[src/rtl/sat_pkg.sv]
// Shared types for the SAT solver core: trail entry layout and the
// sequencing controller state encoding.
package sat_pkg;

  // Widest variable index carried in a trail entry (128 variables).
  localparam int VAR_W = 7;

  typedef struct packed {
    logic [VAR_W-1:0] var_idx;
    logic             val;
    logic             is_decision;
    logic             flipped;
  } trail_entry_t;

  typedef enum logic [2:0] {
    ST_IDLE       = 3'd0,
    ST_DECIDE     = 3'd1,
    ST_PROPAGATE  = 3'd2,
    ST_BACKTRACK  = 3'd3,
    ST_SAT_DONE   = 3'd4,
    ST_UNSAT_DONE = 3'd5
  } ctrl_state_t;

endpackage

[src/rtl/unassigned_finder.sv]
// Lowest-zero priority encoder over the assigned bit-vector: reports
// whether any variable is still free and the lowest free index.
module unassigned_finder #(
  parameter int NUM_VARIABLE = 128,
  parameter int IDX_W        = 7
) (
  input  logic [NUM_VARIABLE-1:0] assigned,
  output logic                    found,
  output logic [IDX_W-1:0]        index
);

  // Scan from the top down so the lowest free index wins.
  always_comb begin
    found = 1'b0;
    index = '0;
    for (int i = NUM_VARIABLE - 1; i >= 0; i--) begin
      if (!assigned[i]) begin
        found = 1'b1;
        index = IDX_W'(i);
      end
    end
  end

endmodule

[src/rtl/decide_backtrack_ctrl.sv]
// DPLL sequencing controller: owns the assignment trail and decision level,
// issues decisions to BCP, records implications and backtracks
// chronologically on conflict until the search ends in sat or unsat.
//
// state         | meaning
// --------------+-----------------------------------------------------------
// ST_IDLE       | waiting for start
// ST_DECIDE     | pick lowest unassigned variable, or finish as sat
// ST_PROPAGATE  | BCP running; record implications until bcp_done
// ST_BACKTRACK  | pop implications / flipped decisions, flip the first
//               | unflipped decision, or finish as unsat on empty trail
// ST_SAT_DONE   | sat held; start restarts the search
// ST_UNSAT_DONE | unsat held; start restarts the search
//
// The variable index must address NUM_VARIABLE exactly
// (NUM_VARIABLE == 2**(VARIABLE_INDEX+1)) and fit in sat_pkg::VAR_W.
module decide_backtrack_ctrl
  import sat_pkg::*;
#(
  parameter int NUM_VARIABLE   = 128,
  parameter int VARIABLE_INDEX = 6
) (
  input  logic                    clock,
  input  logic                    reset,
  input  logic                    start,
  output logic                    bcp_req,
  output logic [VARIABLE_INDEX:0] bcp_var,
  output logic                    bcp_val,
  input  logic                    imp_valid,
  input  logic [VARIABLE_INDEX:0] imp_var,
  input  logic                    imp_val,
  input  logic                    bcp_done,
  input  logic                    bcp_conflict,
  output logic                    unassign_valid,
  output logic [VARIABLE_INDEX:0] unassign_var,
  output logic [VARIABLE_INDEX+1:0] level,
  output logic                    busy,
  output logic                    sat,
  output logic                    unsat
);

  localparam int IW = VARIABLE_INDEX + 1;
  localparam int PW = VARIABLE_INDEX + 2;

  ctrl_state_t state, state_next;

  trail_entry_t            trail [NUM_VARIABLE];
  logic [PW-1:0]           tp;
  logic [NUM_VARIABLE-1:0] assigned;

  logic                    find_found;
  logic [IW-1:0]           find_index;

  logic [PW-1:0]           tp_dec;
  logic [IW-1:0]           tp_idx;
  logic [IW-1:0]           top_idx;
  trail_entry_t            top;
  logic [IW-1:0]           top_var;

  logic do_clear, do_push_dec, do_push_imp, do_pop, do_flip;
  logic set_sat, set_unsat;

  unassigned_finder #(
    .NUM_VARIABLE (NUM_VARIABLE),
    .IDX_W        (IW)
  ) u_finder (
    .assigned (assigned),
    .found    (find_found),
    .index    (find_index)
  );

  // Trail addressing: next free slot and current top-of-stack entry.
  always_comb begin
    tp_dec  = tp - PW'(1);
    tp_idx  = tp[IW-1:0];
    top_idx = tp_dec[IW-1:0];
    top     = trail[top_idx];
    top_var = top.var_idx[IW-1:0];
  end

  // State register.
  always_ff @(posedge clock or negedge reset) begin
    if (!reset) state <= ST_IDLE;
    else        state <= state_next;
  end

  // Next-state decode and the single datapath action for this cycle.
  always_comb begin
    state_next  = state;
    do_clear    = 1'b0;
    do_push_dec = 1'b0;
    do_push_imp = 1'b0;
    do_pop      = 1'b0;
    do_flip     = 1'b0;
    set_sat     = 1'b0;
    set_unsat   = 1'b0;
    case (state)
      ST_IDLE, ST_SAT_DONE, ST_UNSAT_DONE: begin
        if (start) begin
          do_clear   = 1'b1;
          state_next = ST_DECIDE;
        end
      end
      ST_DECIDE: begin
        if (!find_found) begin
          set_sat    = 1'b1;
          state_next = ST_SAT_DONE;
        end else begin
          do_push_dec = 1'b1;
          state_next  = ST_PROPAGATE;
        end
      end
      ST_PROPAGATE: begin
        // Duplicate implications are dropped; this also bounds the trail.
        if (imp_valid && !assigned[imp_var]) do_push_imp = 1'b1;
        if (bcp_done) state_next = bcp_conflict ? ST_BACKTRACK : ST_DECIDE;
      end
      ST_BACKTRACK: begin
        if (tp == '0) begin
          set_unsat  = 1'b1;
          state_next = ST_UNSAT_DONE;
        end else if (!top.is_decision || top.flipped) begin
          do_pop = 1'b1;
        end else begin
          do_flip    = 1'b1;
          state_next = ST_PROPAGATE;
        end
      end
      default: state_next = ST_IDLE;
    endcase
  end

  // Busy everywhere except the resting states.
  always_comb begin
    busy = !(state == ST_IDLE || state == ST_SAT_DONE || state == ST_UNSAT_DONE);
  end

  // Pointer, assigned vector, level and all registered outputs.
  always_ff @(posedge clock or negedge reset) begin
    if (!reset) begin
      tp             <= '0;
      assigned       <= '0;
      level          <= '0;
      bcp_req        <= 1'b0;
      bcp_var        <= '0;
      bcp_val        <= 1'b0;
      unassign_valid <= 1'b0;
      unassign_var   <= '0;
      sat            <= 1'b0;
      unsat          <= 1'b0;
    end else begin
      bcp_req        <= do_push_dec | do_flip;
      unassign_valid <= do_pop;
      if (do_clear) begin
        tp       <= '0;
        assigned <= '0;
        level    <= '0;
        sat      <= 1'b0;
        unsat    <= 1'b0;
      end
      if (do_push_dec) begin
        assigned[find_index] <= 1'b1;
        tp                   <= tp + PW'(1);
        level                <= level + PW'(1);
        bcp_var              <= find_index;
        bcp_val              <= 1'b0;
      end
      if (do_push_imp) begin
        assigned[imp_var] <= 1'b1;
        tp                <= tp + PW'(1);
      end
      if (do_pop) begin
        assigned[top_var] <= 1'b0;
        tp                <= tp_dec;
        unassign_var      <= top_var;
        if (top.is_decision) level <= level - PW'(1);
      end
      if (do_flip) begin
        bcp_var <= top_var;
        bcp_val <= ~top.val;
      end
      if (set_sat)   sat   <= 1'b1;
      if (set_unsat) unsat <= 1'b1;
    end
  end

  // Trail storage; entries above tp are don't-care so no reset is needed.
  always_ff @(posedge clock) begin
    if (do_push_dec) begin
      trail[tp_idx] <= '{var_idx: VAR_W'(find_index), val: 1'b0,
                         is_decision: 1'b1, flipped: 1'b0};
    end
    if (do_push_imp) begin
      trail[tp_idx] <= '{var_idx: VAR_W'(imp_var), val: imp_val,
                         is_decision: 1'b0, flipped: 1'b0};
    end
    if (do_flip) begin
      trail[top_idx].val     <= ~top.val;
      trail[top_idx].flipped <= 1'b1;
    end
  end

endmodule
[config.mk]
export PLATFORM = sky130hd
export DESIGN_NAME = decide_backtrack_ctrl
export DESIGN_NICKNAME = d
export VERILOG_FILES = /design/src/rtl/sat_pkg.sv /design/src/rtl/unassigned_finder.sv /design/src/rtl/decide_backtrack_ctrl.sv
export SDC_FILE = /design/constraint.sdc
export NUM_CORES = 2
export LEC_CHECK = 0
export ABC_CLOCK_PERIOD_IN_PS = 9220
export BUFFER_PORTS_ARGS = -buffer_cell sky130_fd_sc_hd__buf_2
export CAP_MARGIN = 20
export CORE_AREA = 2 2 358 360
export CTS_BUF_LIST = sky130_fd_sc_hd__clkbuf_4 sky130_fd_sc_hd__clkbuf_8
export DETAILED_ROUTE_END_ITERATION = 8
export DIE_AREA = 0 0 360 362
export PLACE_DENSITY = 0.77
export SLEW_MARGIN = 25
export SYNTH_ARGS = -nofsm -noshare
export SYNTH_HDL_FRONTEND = slang
export SYNTH_SLANG_ARGS = --single-unit
[constraint.sdc]
create_clock -name clock -period 9.22 [get_ports clock]
set_clock_uncertainty 0.15 [all_clocks]
set_input_delay 1.383 -clock clock [delete_from_list [all_inputs] [get_ports clock]]
set_output_delay 1.383 -clock clock [all_outputs]
set_load 0.02 [all_outputs]
# ---- Word-level counts from Yosys, hierarchy flattened
# Memory sizes are Yosys's and may differ from the RTL's.
# Cells that the tools add are included.
dict set report op_classes {
  n_bitwise 7
  n_addsub 4
  n_shift 0
  reduce_logical 19
  eq_ne 8
  div_mod_pow 0
  muxes 316
  magnitude_cmp 6
  n_mul 0
}
# operator n
set ops {}
lappend ops {{2-to-1 mux 7 bit} 131}
lappend ops {{2-to-1 mux 128 bit} 4}
lappend ops {{OR 128 bit} 2}
lappend ops {{2-to-1 mux 1 bit} 159}
lappend ops {{AND 128 bit} 1}
lappend ops {{inverter 128 bit} 1}
lappend ops {{2-to-1 mux 8 bit} 8}
lappend ops {{< comparator 7 x 8 -> 1 bit, second input constant} 3}
lappend ops {{demux 1 bit (select 7 bit)} 3}
lappend ops {{greater-or-equal comparator 7 x 1 -> 1 bit, second input constant} 3}
lappend ops {{2-to-1 mux 10 bit} 2}
lappend ops {{adder 8 x 1 -> 8 bit, second input constant} 2}
lappend ops {{subtractor 8 x 1 -> 8 bit, second input constant} 2}
lappend ops {{2-to-1 mux 3 bit} 5}
lappend ops {{one-hot mux 3 bit (4 select lines)} 1}
lappend ops {{OR reduction 10 bit} 1}
lappend ops {{logical NOT 8 bit} 1}
lappend ops {{binary-select mux 1 bit (select 7 bit)} 1}
lappend ops {{== test 3 x 2 -> 1 bit, second input constant} 2}
lappend ops {{== test 3 bit, second input constant} 2}
lappend ops {{nonzero test 2 bit} 3}
lappend ops {{logical AND 1 bit} 4}
lappend ops {{2-to-1 mux 2 bit} 2}
lappend ops {{!= test 2 bit, second input constant} 2}
lappend ops {{other kinds (10)} 15}
dict set report word_totals {
  register_bits 166
  output_inout_bits 28
  latchBits 0
  ramBits 1280
  n_memories 1
  rom_bits 0
  word_cells 372
  in_bits 14
}
# name depth width rd rd_ports_with_merged_regs write_ports line
set mem_list {}
lappend mem_list {trail 128 10 1 0 1 decide_backtrack_ctrl.sv:47} ;# trail_entry_t trail [NUM_VARIABLE];

# ---- Longest topological paths before layout
dict set report depth {
  word_depth 138
  depth_mapped 25
  ltp_nobuf 13
}

# ---- Hierarchy
# Synthesis repeated with hierarchy kept, for this count alone.
dict set report hier_totals {
  hier_cells 3662
  area_unflattened_um2 62218.4
}
# mod cells_per_inst n_inst seq_area_each_um2 area_per_inst_um2
set modules_own_cells {}
lappend modules_own_cells {decide_backtrack_ctrl 3361 1 42590.8 60600.6}
lappend modules_own_cells {unassigned_finder 301 1 0.0 1617.8}

# ---- Worst setup path before layout
# No wires, ideal clock.
dict set report synth_timing {
  path_type {reg-to-reg}
  startpoint {reg, netlist name tp[0]}
  endpoint {mem trail[0][9] (netlist name) (data pin)}
  period_less_slack_ns 10.133
  setup_slack_ns -0.913
  setup_time_ns 0.890
  n_path_buf 11
  arrival_ns 9.093
  path_stages_with_launch 23
  required_time_ns 8.180
  cell_sequence {dfrtp_1 > buf_6 > buf_6 > buf_6 > buf_6 > buf_2 > clkbuf_1 > inv_1 > ha_1 > clkbuf_1 > buf_1 > mux4_2 > nand2b_1 > mux2i_1 > a222oi_1 > nand4_1 > and4_1 > buf_4 > nand2_4 > inv_4 > buf_6 > clkbuf_1 > a21oi_1}
}
# item line
set synth_rtl {}
lappend synth_rtl {{end: declaration} decide_backtrack_ctrl.sv:47}

# ---- Final worst setup path
dict set report layout_timing {
  startpoint {reg tp[0]}
  endpoint {mem trail[69][5] (netlist name) (enable)}
}
dict set report layout_between {
  elab_chain_len 11
  word_cells_on_any_way 13
  cone_classes {add/sub: 1; mux: 7; reduce/logical: 4; memory: 1}
}
# item line
set layout_rtl {}
lappend layout_rtl {{start: declaration} decide_backtrack_ctrl.sv:48} ;# logic [PW-1:0] tp;
lappend layout_rtl {{start signal: assignment} decide_backtrack_ctrl.sv:163} ;# tp <= tp + PW'(1);
lappend layout_rtl {{start signal: assignment} decide_backtrack_ctrl.sv:170} ;# tp <= tp + PW'(1);
lappend layout_rtl {{start signal: assignment} decide_backtrack_ctrl.sv:174} ;# tp <= tp_dec;
lappend layout_rtl {{subtractor 8 x 1 -> 8 bit} decide_backtrack_ctrl.sv:74} ;# tp_dec = tp - PW'(1);
lappend layout_rtl {{memory read (128 x 10 bit)} -}
lappend layout_rtl {{logical NOT 1 bit} decide_backtrack_ctrl.sv:122} ;# end else if (!top.is_decision || top.flipped) begin
lappend layout_rtl {{logical OR 1 bit} decide_backtrack_ctrl.sv:122}
lappend layout_rtl {{2-to-1 mux 1 bit} decide_backtrack_ctrl.sv:122}
lappend layout_rtl {{2-to-1 mux 1 bit} decide_backtrack_ctrl.sv:119} ;# if (tp == '0) begin
lappend layout_rtl {{2-to-1 mux 1 bit} decide_backtrack_ctrl.sv:97} ;# case (state)
lappend layout_rtl {{2-to-1 mux 1 bit} decide_backtrack_ctrl.sv:197} ;# if (do_flip) begin
lappend layout_rtl {{2-to-1 mux 1 bit (implied by the code)} {decide_backtrack_ctrl.sv:198, decide_backtrack_ctrl.sv:199}}
lappend layout_rtl {{OR reduction 10 bit (no line)} -}
lappend layout_rtl {{2-to-1 mux 7 bit (no line) / 2-to-1 mux 2 bit (equally long branches)} -}
# Several ways; a longest one is shown, not always the timed one.

==> results.json <==
{
  "status": "complete, no violations",
  "start_util": 0.497,
  "dp_cells": 5354,
  "worst-path-max-fanout": 63,
  "async_flop_share": 0.115,
  "min_period_ns": 7.42,
  "vias_per_cell": 6.64,
  "critPathTopFamily": "simple AND/OR/NAND/NOR gates",
  "synth.cell_area_um2": 63000,
  "grt.overflow.total": 0,
  "place_ws_ns": 1.83,
  "ys_warn_count": 0,
  "setup_viol": 0,
  "worst_slew_pin_slew_ns": 1.23,
  "setup_tns_ns": 0,
  "hold_viol_final": 0,
  "synth_edf_count": 1280,
  "cp_num_buf_inv": 3,
  "cts_buffers": 220,
  "fin_util": 0.550,
  "slowest_delay_ns": 0.91,
  "dpl.hpwl_mm": 108,
  "clock_latency_ns": 0.96,
  "grt_max_degree": 109,
  "cp-start-kind": "flip-flop",
  "use_met1": 0.354,
  "die_area_um2": 130000,
  "num_vias": 38200,
  "cts_resized": 0,
  "avgSynthCellArea_um2": 16.6,
  "worstPathCellList": "inv_1, ha_4, buf_12, mux4_2, nand2b_1, mux2i_1, a222oi_1, nand4_1, and4_1, nand2_4, inv_6, o32ai_4, nand3_2, nor2_1",
  "dr.pass1.iters": 8,
  "end_kind": "flip-flop",
  "max_freq_mhz": 135,
  "layout-drive-gt1-share": 0.246,
  "synth-seq-cells": 1446,
  "setup_ws_ns": 1.80,
  "htreeDepth": 4,
  "grt_setup_unrepaired": "no",
  "pin_count": 42,
  "core_area_um2": 127000,
  "ant_nets": 0,
  "crit_type": "reg2reg",
  "path_clk_slew_ns": 0.06,
  "area_growth_pct": 10.6,
  "drv_cap": 0,
  "slew_viol_final": 0,
  "first_iter_violations": 5654,
  "total_leakage_power_nw": 22.7,
  "fin_crit_sh": 0.805,
  "cp_slowest_cell": "nor2_1",
  "synthFlopType": "edfxtp_1",
  "hold_path_class": "reg2reg",
  "routedWlPerCell_um": 29.7,
  "totalWireLength_mm": 171,
  "synth_cells": 3796,
  "use_met2": 0.403,
  "p_per_area_nw_per_um2": 348,
  "dpl_cell_area_um2": 65200,
  "cts_tree": "done",
  "maxSlewHeadroom": 0.177,
  "cp.arrival_ns": 7.82,
  "cts_buffer_depth": 3,
  "fin_nets": 3935,
  "port_buffers": 41,
  "die_x_um": 360,
  "design_area_um2": 69700,
  "power_mw": 24.3,
  "ctsHoldBuffers": 0,
  "gp_congestion": 1.02,
  "peakVddDrop_mv": 0.597,
  "cts_root_buffer": "clkbuf_8",
  "grtUsageMet3": 0.0641,
  "grt_pass1_wl_mm": 253,
  "busiest_layer": "met2",
  "yosysSeqAreaShare": 0.676,
  "cts_sinks": 1446,
  "placementRows": 131,
  "ys_types": 107,
  "cp.required_ns": 9.62,
  "die_y_um": 362,
  "syn_nets": 3814,
  "whs_ns": 0.323,
  "antenna_found_initial": 2,
  "post_cts.repair.setup_buffers": 0,
  "grtUsageTotal": 0.262,
  "stdcell_count": 5760,
  "grt_pass1_vias": 37900,
  "drc": 0
}
-- area by class of cell --
| type | count | area, um^2 |
|---|---|---|
| clock buffers | 288 | 3560 |
| multi-input cells | 2059 | 19300 |
| repair buffers | 142 | 1100 |
| well taps | 1662 | 2080 |
| fillers | 9555 | 57000 |
| inverters | 48 | 185 |
| flip-flops and latches | 1446 | 42600 |
| diodes | 3 | 7.51 |
| clock inverters | 112 | 798 |
-- flip-flops by register name, summed over array words and instances (netlist names), 3 cells and up --
signal / flops
unassign_var: 7
level: 8
trail: 1280
assigned: 128
tp: 8
state: 3
bcp_var: 7
-- cells in the final DEF (no fill, tap or decap), drive strengths merged, types with 8 or more instances in the layout --
cell type / instances
and2: 18
o21a: 9
bufinv: 8
o21ai: 94
o211ai: 9
nand2b: 30
nor2b: 27
a2bb2oi: 17
nor2: 375
nor4: 22
mux4: 398
buf: 141
a22oi: 188
mux2i: 86
nand4: 48
clkinv: 94
mux2: 16
o31ai: 10
inv: 52
a31oi: 21
and3: 26
o2111ai: 8
nor3b: 16
nand3b: 32
dfrtp: 166
a21boi: 9
edfxtp: 1280
clkbuf: 289
nand3: 112
a211oi: 8
a222oi: 9
a21oi: 96
nor3: 42
a311oi: 8
o221ai: 9
nand2: 207
-- synth_stat cells, drive strengths merged, types with 10 or more instances --
cell / number / area, um^2
nand2: 207 / 790
buf: 164 / 983
nand4: 48 / 300
and3: 26 / 163
dfrtp: 166 / 4150
nand3: 112 / 566
mux2i: 86 / 890
mux2: 16 / 180
nor2b: 27 / 174
a22oi: 188 / 1420
nor3b: 16 / 131
a21oi: 96 / 484
nand2b: 30 / 188
nor4: 22 / 150
clkbuf: 79 / 297
o21ai: 94 / 493
a2bb2oi: 17 / 155
a31oi: 21 / 131
inv: 46 / 175
and2: 18 / 115
o31ai: 10 / 90.1
edfxtp: 1280 / 38400
nand3b: 32 / 240
nor2: 375 / 1410
mux4: 398 / 8960
nor3: 42 / 236
-- path summary, 6_finish.rpt --
path	slack (ns)	cells past startpoint	startpoint	endpoint
max	1.80	14	tp[0]	trail[69][5]
min	0.32	2	unassign_var[3]	unassign_var[3]
max reg2reg	1.80	14	tp[0]	trail[69][5]
min reg2reg	0.32	2	unassign_var[3]	unassign_var[3]
max in group asynchronous	7.34	2	reset	assigned[69]
min in group asynchronous	0.39	1	reset	assigned[80]
-- routing by layer --
metal / part of all wire / vias up
met2: 0.47 / 2625
met1: 0.38 / 19500
met4: 0.050 / 0
li1: - / 15600
met3: 0.11 / 504
met5: 0 / -
-- worst register-to-register path: cells and delay by family, from the launching register on --
family / cells / cell delay (ns)
multiplexers: 2 / 0.49
buffers and inverters: 3 / 1.03
flip-flops: 1 / 0.73
AND/OR/NAND/NOR: 6 / 2.74
adder cells (fa/ha/maj): 1 / 0.87
AO/OA/AOI/OAI: 2 / 1.03
-- logic make-up after synthesis --
family          Yosys count  synth area share
compound gates          568            0.0648
xor+xnor                  9           0.00209
fa+ha+maj                 4          0.000795
buf+inv                 291            0.0232
flops                  1446             0.676
mux                     500             0.159
simple gates            978            0.0736
-- where the power goes --
group / total (mW) / leakage (nW) / switching (mW) / internal, mW
combinational: 10.7 / 6.40 / 6.88 / 3.86
sequential: 8.25 / 14.0 / 0.202 / 8.04
clock: 5.27 / 2.30 / 2.51 / 2.76
(Power assumes the default switching activity.)
